<file path="config.mk">
export PLATFORM = sky130hd
export DESIGN_NAME = tick_sequencer
export DESIGN_NICKNAME = d
export VERILOG_FILES = /design/src/rtl/tick_seq_pkg.sv /design/src/rtl/dur_timer.sv /design/src/rtl/tick_sequencer.sv
export SDC_FILE = /design/constraint.sdc
export NUM_CORES = 1
export LEC_CHECK = 0
export BUFFER_PORTS_ARGS = -buffer_cell sky130_fd_sc_hd__buf_2
export CORE_ASPECT_RATIO = 1.2
export CORE_MARGIN = 2
export CORE_UTILIZATION = 57
export CTS_CLUSTER_SIZE = 14
export DETAILED_ROUTE_END_ITERATION = 12
export MAX_ROUTING_LAYER = met4
export PLACE_DENSITY = 0.79
export SYNTH_ARGS = -nofsm -noshare
export SYNTH_HDL_FRONTEND = slang
export SYNTH_SLANG_ARGS = --single-unit
</file>
<file path="constraint.sdc">
create_clock -name clk -period 2.6 [get_ports clk]
set_input_delay 0.39 -clock clk [delete_from_list [all_inputs] [get_ports clk]]
set_output_delay 0.39 -clock clk [all_outputs]
set_load 0.1 [all_outputs]
</file>
<file path="src/rtl/tick_seq_pkg.sv">
// Shared state type, minimum duration and clamp helper
// for the tick sequencer and its duration timer.
package tick_seq_pkg;

    typedef enum logic [1:0] {
        IDLE = 2'd0,
        LOW  = 2'd1,
        HIGH = 2'd2
    } seq_state_t;

    localparam int MIN_DUR = 1;

    function automatic logic [31:0] clamp_dur(input logic [31:0] d);
        return (d == '0) ? 32'(MIN_DUR) : d;
    endfunction

endpackage

</file>
<file path="src/rtl/dur_timer.sv">
// Down-counter for phase durations: loads a length,
// counts down to 1 and holds there; done while value is 1.
module dur_timer
    import tick_seq_pkg::*;
#(
    parameter int CW = 8
) (
    input  logic          clk,
    input  logic          reset,
    input  logic          load,
    input  logic [CW-1:0] load_val,
    input  logic          clr,
    output logic          done
);

    logic [CW-1:0] value_q;

    always_ff @(posedge clk or posedge reset) begin
        if (reset) begin
            value_q <= '0;
        end else if (load) begin
            value_q <= load_val;
        end else if (clr) begin
            value_q <= '0;
        end else if (value_q > CW'(MIN_DUR)) begin
            value_q <= value_q - CW'(1);
        end
    end

    assign done = (value_q == CW'(MIN_DUR));

endmodule

</file>
<file path="src/rtl/tick_sequencer.sv">
// Programmable low/high tick generator with a one-deep
// config slot and a wrapping 2-bit tick counter.
module tick_sequencer
    import tick_seq_pkg::*;
#(
    parameter int CW       = 8,
    parameter int DEF_LOW  = 4,
    parameter int DEF_HIGH = 1
) (
    input  logic          clk,
    input  logic          reset,
    input  logic          cfg_valid,
    output logic          cfg_ready,
    input  logic [CW-1:0] cfg_low,
    input  logic [CW-1:0] cfg_high,
    input  logic          start,
    input  logic          stop,
    output logic          tick,
    output logic [1:0]    cnt,
    output logic          wrap,
    output logic          busy
);

    seq_state_t    state_q, state_d;
    logic [CW-1:0] act_low_q, act_high_q;
    logic [CW-1:0] pend_low_q, pend_high_q;
    logic          pend_full_q;
    logic [1:0]    cnt_q;
    logic          wrap_q;

    logic          tmr_load, tmr_clr, tmr_done;
    logic [CW-1:0] tmr_val;
    logic [CW-1:0] low_eff, pend_low_c, pend_high_c;
    logic          cnt_inc, hl_edge, apply, xfer;

    assign pend_low_c  = CW'(clamp_dur(32'(pend_low_q)));
    assign pend_high_c = CW'(clamp_dur(32'(pend_high_q)));

    // A pending config takes effect for the LOW phase it opens.
    assign low_eff = pend_full_q ? pend_low_c : act_low_q;

    always_comb begin
        state_d  = state_q;
        tmr_load = 1'b0;
        tmr_clr  = 1'b0;
        tmr_val  = act_low_q;
        cnt_inc  = 1'b0;
        hl_edge  = 1'b0;
        if (stop) begin
            state_d = IDLE;
            tmr_clr = 1'b1;
        end else begin
            unique case (state_q)
                IDLE: begin
                    if (start) begin
                        state_d  = LOW;
                        tmr_load = 1'b1;
                        tmr_val  = low_eff;
                    end
                end
                LOW: begin
                    if (tmr_done) begin
                        state_d  = HIGH;
                        tmr_load = 1'b1;
                        tmr_val  = act_high_q;
                        cnt_inc  = 1'b1;
                    end
                end
                HIGH: begin
                    if (tmr_done) begin
                        state_d  = LOW;
                        tmr_load = 1'b1;
                        tmr_val  = low_eff;
                        hl_edge  = 1'b1;
                    end
                end
                default: state_d = IDLE;
            endcase
        end
    end

    assign apply = pend_full_q & ((state_q == IDLE) | hl_edge);
    assign xfer  = cfg_valid & ~pend_full_q;

    always_ff @(posedge clk or posedge reset) begin
        if (reset) begin
            state_q     <= IDLE;
            act_low_q   <= CW'(clamp_dur(32'(DEF_LOW)));
            act_high_q  <= CW'(clamp_dur(32'(DEF_HIGH)));
            pend_low_q  <= '0;
            pend_high_q <= '0;
            pend_full_q <= 1'b0;
            cnt_q       <= '0;
            wrap_q      <= 1'b0;
        end else begin
            state_q <= state_d;
            wrap_q  <= cnt_inc & (cnt_q == 2'd3);
            if (cnt_inc) begin
                cnt_q <= cnt_q + 2'd1;
            end
            if (apply) begin
                act_low_q   <= pend_low_c;
                act_high_q  <= pend_high_c;
                pend_full_q <= 1'b0;
            end else if (xfer) begin
                pend_low_q  <= cfg_low;
                pend_high_q <= cfg_high;
                pend_full_q <= 1'b1;
            end
        end
    end

    dur_timer #(.CW(CW)) u_timer (
        .clk      (clk),
        .reset    (reset),
        .load     (tmr_load),
        .load_val (tmr_val),
        .clr      (tmr_clr),
        .done     (tmr_done)
    );

    assign tick      = (state_q == HIGH);
    assign busy      = (state_q != IDLE);
    assign cnt       = cnt_q;
    assign wrap      = wrap_q;
    assign cfg_ready = ~pend_full_q;

endmodule

</file>
==> qor.yml, run 1 <==
status: "finished, final reports clean"
regArea_um2: 1150
root_buffer: "clkbuf_8"
yosysWarningCount: 0
dr.pass1.iters: 4
synth_most_common_cell: "dfrtp_1"
ir_drop_mv: 0.645
top_usage_layer: "met2"
use_met1_pct: 29.1
final.setup.tns_ps: 0
synthFlopType: "dfrtp_1"
syn_nets: 226
synth_area_um2: 2300
cts_hold_buf: 0
area_growth_pct: 10.6
worstPathMaxFanout: 17
relSlewSlack_pct: 42.7
synth_commonest_cells: "dfrtp_1 (44), mux2_2 (32), nor2_1 (25)"
place_congestion: 0.819
synth_cells: 197
track_usage_pct: 22.5
ios: 27
setup_viol: 0
cts_buffer_depth: 2
criticalPathCategory: "register to register"
wl_mm: 4.31
yosysSeqAreaShare_pct: 50.2
skew_ps: 6.46
synth_area_leaders: "dfrtp_1 (48%), mux2_2 (16%), ha_1 (4.4%)"
grt_max_degree: 47
power_frac_seq_pct: 41.7
drt_iter0_markers: 55
yosysUniqueCellTypes: 39
post_drt_wl_per_cell_um: 15.5
swShare_pct: 40.4
endpoint_kind: "register"
clk_latency_ps: 290
reg2reg_depth: 7
dp.cells: 271
met3_usage_pct: 4.40
die_area_um2: 4560
finalCritPeriodShare_pct: 84.8
cpMaxStageDelayCell: "o21ai_2"
yosysTopAreaCellShare_pct: 47.9
cts_resized: 0
n_antenna_cell: 0
final_util_pct: 65.0
core_area_um2: 3910
vias_per_cell: 5.61
synth.largest_area_cell: "dfrtp_1"
n_fill_cell: 312
finalCriticalPeriod_ps: 2200
finalHoldViolations: 0
drc: 0
comb_power_share_pct: 45.6
switchingPower_w: 0.00130
max_stage_delay_ps: 660
clock_power_share_pct: 12.7
die_w_um: 62.0
clock.fmax_ghz: 0.454
rrSetupSlack_ps: 400
worst_setup_path_start_kind: "register"
worstPathCellList: "inv_1 -> ha_1 -> nor4b_4 -> nand3_1 -> nor2_1 -> o21ai_2 -> mux2_2"
p_int_w: 0.00192
num_vias: 1559
critical-path-top-delay-family: "compound AO/OA/AOI/OAI gates"
multi_input_area_um2: 1060
slew_viol_final: 0
antenna_found_initial: 0
cts_buffers: 5
hpwlAfterDp_mm: 3.19
r2r-end: "act_high_q[4]"
rsz0062_at_grt: "no"
rr_startpoint: "u_timer.value_q[1]"
critPathBufInv: 1
worstMarginPinSlew_ps: 860
rows: 25
grt_pass1_vias: 1578
cp.required_ps: 2780
powerDensity_nw_per_um2: 1270
drv_cap: 0
arrival_ps: 2380
grt_overflow: 0
cts_tree: "built"
avgSynthCellArea_um2: 11.7
die_h_um: 73.5
p_leak_nw: 1.18
stdcell_count: 278
synth_edf_count: 0
ant_nets: 0
htree_levels: 2
clock-sinks: 46
grt_pass1_wl_mm: 7.27
grtUsageMet2_pct: 34.1
ys_ff_latch: 46
start_util_pct: 58.8
cts_setup_buffers: 0
fin_hold_ws_ps: 224
io_buffer_count: 26
synthArstFlopShare_pct: 100
hold_class: "primary input to async pin"
nets: 253
clk_pin_slew_ps: 80
drive_gt1_share_pct: 33.0
==> power by group through the flow <==
stage               clock [W]  sequential (W)  combinational, W
finish               0.000408         0.00135           0.00147
floorplan                   0         0.00132           0.00124
CTS                  0.000423         0.00134           0.00149
global route         0.000440         0.00140           0.00162
detailed placement          0         0.00136           0.00147
global placement            0         0.00134           0.00142
==> routing by layer <==
metal,wire (um),vias to the layer above,part of all wire [%]
met3,139,10,3.2
li1,-,754,-
met1,1840,755,43
met5,0,-,0
met4,108,0,2.5
met2,2230,40,52
==> layout make-up <==
type	count	area share, %
clock inverters	1	0.296
flip-flops and latches	46	45.4
well taps	54	2.66
multi-input cells	134	41.7
inverters	9	1.33
clock buffers	6	2.86
repair buffers	28	5.71
==> cell families after synthesis <==
group	Yosys count	share of synthesized area [%]
AO/OA/AOI/OAI	27	8.99
flip-flops	46	50.2
adder cells (fa/ha/maj)	8	4.36
AND/OR/NAND/NOR	57	13.2
multiplexers	34	16.6
XOR/XNOR	8	3.05
buffers and inverters	17	3.65
==> how the worst max path moves through the flow <==
stage / start / endpoint / slack [ps] / cells after the start
6_report: u_timer.value_q[1] / act_high_q[4] / 400 / 7
5_1_grt: u_timer.value_q[1] / act_high_q[5] / 230 / 7
4_1_cts: u_timer.value_q[1] / act_high_q[4] / 390 / 7
3_5_place_dp: u_timer.value_q[1] / act_high_q[4] / 440 / 7
3_3_place_gp: u_timer.value_q[1] / act_low_q[3] / 490 / 7
2_1_floorplan: state_q[0] / act_high_q[1] / 230 / 7
==> cell usage in the layout (no fill, tap or decap), types with 2 or more instances in the layout <==
cell type  synthesis  layout
a21oi_1            3       3
and3_1             3       3
o21ai_0            2       2
a211o_1            6       6
nor2_1            25      25
nand2_1            8       8
ha_1               8       8
mux2_2            32      32
nor3_1             7       7
nor4_1             3       3
inv_1              9       8
dfrtp_1           44      44
nand2b_1           2       2
xnor2_1            7       7
buf_2              4      26
a22oi_1            6       6
clkbuf_8           0       5
mux2i_1            2       2
buf_4              0       2
a32oi_1            2       2
dfstp_2            2       2
==> flip-flops by register name, summed over array words and instances, names as in the netlist <==
register         flops
u_timer.value_q      8
pend_low_q           8
wrap                 1
pend_full_q          1
cnt                  2
act_low_q            8
state_q              2
act_high_q           8
pend_high_q          8
==> worst register-to-register path, stage by stage (launching register included) <==
cell     delay, ps
dfrtp_1        390
inv_1           90
ha_1           210
nor4b_4        150
nand3_1        110
nor2_1          50
o21ai_2        660
mux2_2         420
==> stage by stage <==
stage | power (W) | worst slack (ps) | area (um^2)
floorplan | 0.00256 | 227 | 2300
global placement | 0.00276 | 485 | 2460
detailed placement | 0.00283 | 438 | 2460
CTS | 0.00325 | 393 | 2540
global route | 0.00345 | 231 | 2540
finish | 0.00323 | 396 | 2540
Note: power is estimated with default switching activity, not from simulation.
==> run 2, diff against run 1 <==
--- a/config.mk
+++ b/config.mk
@@ -8,11 +8,11 @@
 export BUFFER_PORTS_ARGS = -buffer_cell sky130_fd_sc_hd__buf_2
 export CORE_ASPECT_RATIO = 1.2
 export CORE_MARGIN = 2
-export CORE_UTILIZATION = 57
+export CORE_UTILIZATION = 52
 export CTS_CLUSTER_SIZE = 14
 export DETAILED_ROUTE_END_ITERATION = 12
 export MAX_ROUTING_LAYER = met4
-export PLACE_DENSITY = 0.79
+export PLACE_DENSITY = 0.76
 export SYNTH_ARGS = -nofsm -noshare
 export SYNTH_HDL_FRONTEND = slang
 export SYNTH_SLANG_ARGS = --single-unit
==> constraint.sdc (replaced) <==
create_clock -name clk -period 1.9 [get_ports clk]
set_input_delay 0.285 -clock clk [delete_from_list [all_inputs] [get_ports clk]]
set_output_delay 0.285 -clock clk [all_outputs]
set_load 0.1 [all_outputs]
==> qor.yml, run 2 (synthesized netlist as in run 1, its figures left out) <==
core_area_um2: 4260
grt_pass1_wl_mm: 7.37
drt_iter0_markers: 67
io_buffer_count: 26
cts_buffers: 5
layout_commonest_cell: "dfrtp_1"
die_area_um2: 4970
nets: 270
finalCritPeriodShare_pct: 97.3
finalCriticalPeriod_ps: 1850
hold_class: "primary input to async pin"
clock.fmax_ghz: 0.541
design_area_um2: 2800
clock-sinks: 46
antenna_found_initial: 0
endpoint_kind: "register"
rrSetupSlack_ps: 50
cp.required_ps: 2130
ant_nets: 0
drc: 0
status: "finished, final reports clean"
root_buffer: "clkbuf_8"
skew_ps: 3.38
post_drt_wl_per_cell_um: 14.8
drv_cap: 0
grt_overflow: 0
grt_max_degree: 47
clk_pin_slew_ps: 80
htree_levels: 2
arrival_ps: 2080
grt_pass1_vias: 1666
die_h_um: 76.8
drive_gt1_share_pct: 46.3
powerDensity_nw_per_um2: 1740
clk_latency_ps: 290
ir_drop_mv: 0.919
most-common-layout-cells: "dfrtp_1 (43), mux2_2 (32), buf_2 (26), nor2_1 (23), buf_4 (18)"
finalHoldViolations: 0
placed_area_um2: 2600
hpwlAfterDp_mm: 3.20
dr.pass1.iters: 5
n_fill_cell: 347
setup_viol: 0
reg2reg_depth: 6
p_leak_nw: 1.28
cts_tree: "built"
worstMarginPinSlew_ps: 572
vias_per_cell: 5.39
area_growth_pct: 21.9
track_usage_pct: 19.5
rr_startpoint: "u_timer.value_q[2]"
worstPathMaxFanout: 5
rsz0062_at_grt: "yes"
ios: 27
criticalPathCategory: "register to register"
slew_viol_final: 0
worst_setup_path_start_kind: "register"
cts_buffer_depth: 2
n_antenna_cell: 0
relSlewSlack_pct: 61.9
wl_mm: 4.40
rows: 26
die_w_um: 64.7
place_congestion: 0.855
num_vias: 1607
r2r-end: "u_timer.value_q[0]"
fin_hold_ws_ps: 116
start_util_pct: 53.9
final.setup.tns_ps: 0
-- run 2: changes by cell type in the layout (fill, tap and decap cells not counted), sizes merged --
cell,change
clkinv,-1
inv,+1
buf,+17
clkbuf,+1
-- run 2: final cells by class --
cell class / count / area, um^2 / area share [%]
timing repair buffer: 45 / 285 / 10.2
sequential: 46 / 1150 / 41.2
tap: 56 / 70.1 / 2.50
clock inverter: 1 / 8.76 / 0.313
inverter: 9 / 40.0 / 1.43
clock buffer: 7 / 86.3 / 3.08
multi-input combinational: 134 / 1150 / 41.2
-- run 2: per-layer routing --
metal	routed length (um)	GRT usage [%]
met1	1890	22.1
met2	2340	34.5
met3	116	3.67
met4	48	6.38
met5	0	-
-- run 2: worst max path at each step --
stage	startpoint	to	slack, ps	cells past startpoint
floorplan	state_q[0]	u_timer.value_q[1]	-30	7
global placement	u_timer.value_q[0]	act_high_q[4]	-150	6
detailed placement	u_timer.value_q[1]	act_high_q[5]	-190	7
CTS	u_timer.value_q[1]	act_low_q[3]	4	7
global route	u_timer.value_q[1]	u_timer.value_q[1]	-60	8
finish	u_timer.value_q[2]	u_timer.value_q[0]	50	6
-- run 2: power by group --
| group | switching, W | internal (W) | leakage, nW |
|---|---|---|---|
| logic | 0.00122 | 0.00121 | 0.681 |
| clock network | 0.000321 | 0.000301 | 0.0489 |
| registers | 0.000368 | 0.00145 | 0.555 |
| total | 0.00191 | 0.00297 | 1.28 |
-- run 2: worst max-delay path, stage by stage, from the launching register on --
cell     delay (ps)
dfrtp_2         460
or3_4           430
nor4_4          310
buf_4           180
nor2_1           30
nor3_1          200
o32a_1          180
-- run 2: timing repair --
item / CTS / global route
gates resized for setup: 6 / 13
pin swaps: 0 / 10
setup endpoints to repair: 23 / 23
endpoints found under the hold margin: 0 / 0
gates cloned: 0 / 0
setup buffers: 0 / 4
hold buffers: 0 / 0
-- run 2: stage by stage --
step                      util [%]  worst slack (ps)  power, W  cells
after floorplan                  -             -32.2   0.00357    197
after global placement        61.0              -147   0.00398    286
after CTS                     63.9              4.15   0.00472    294
final                         65.7              52.0   0.00488    298
after global routing          65.7             -57.7   0.00521    298
after detailed placement      61.0              -187   0.00405    286
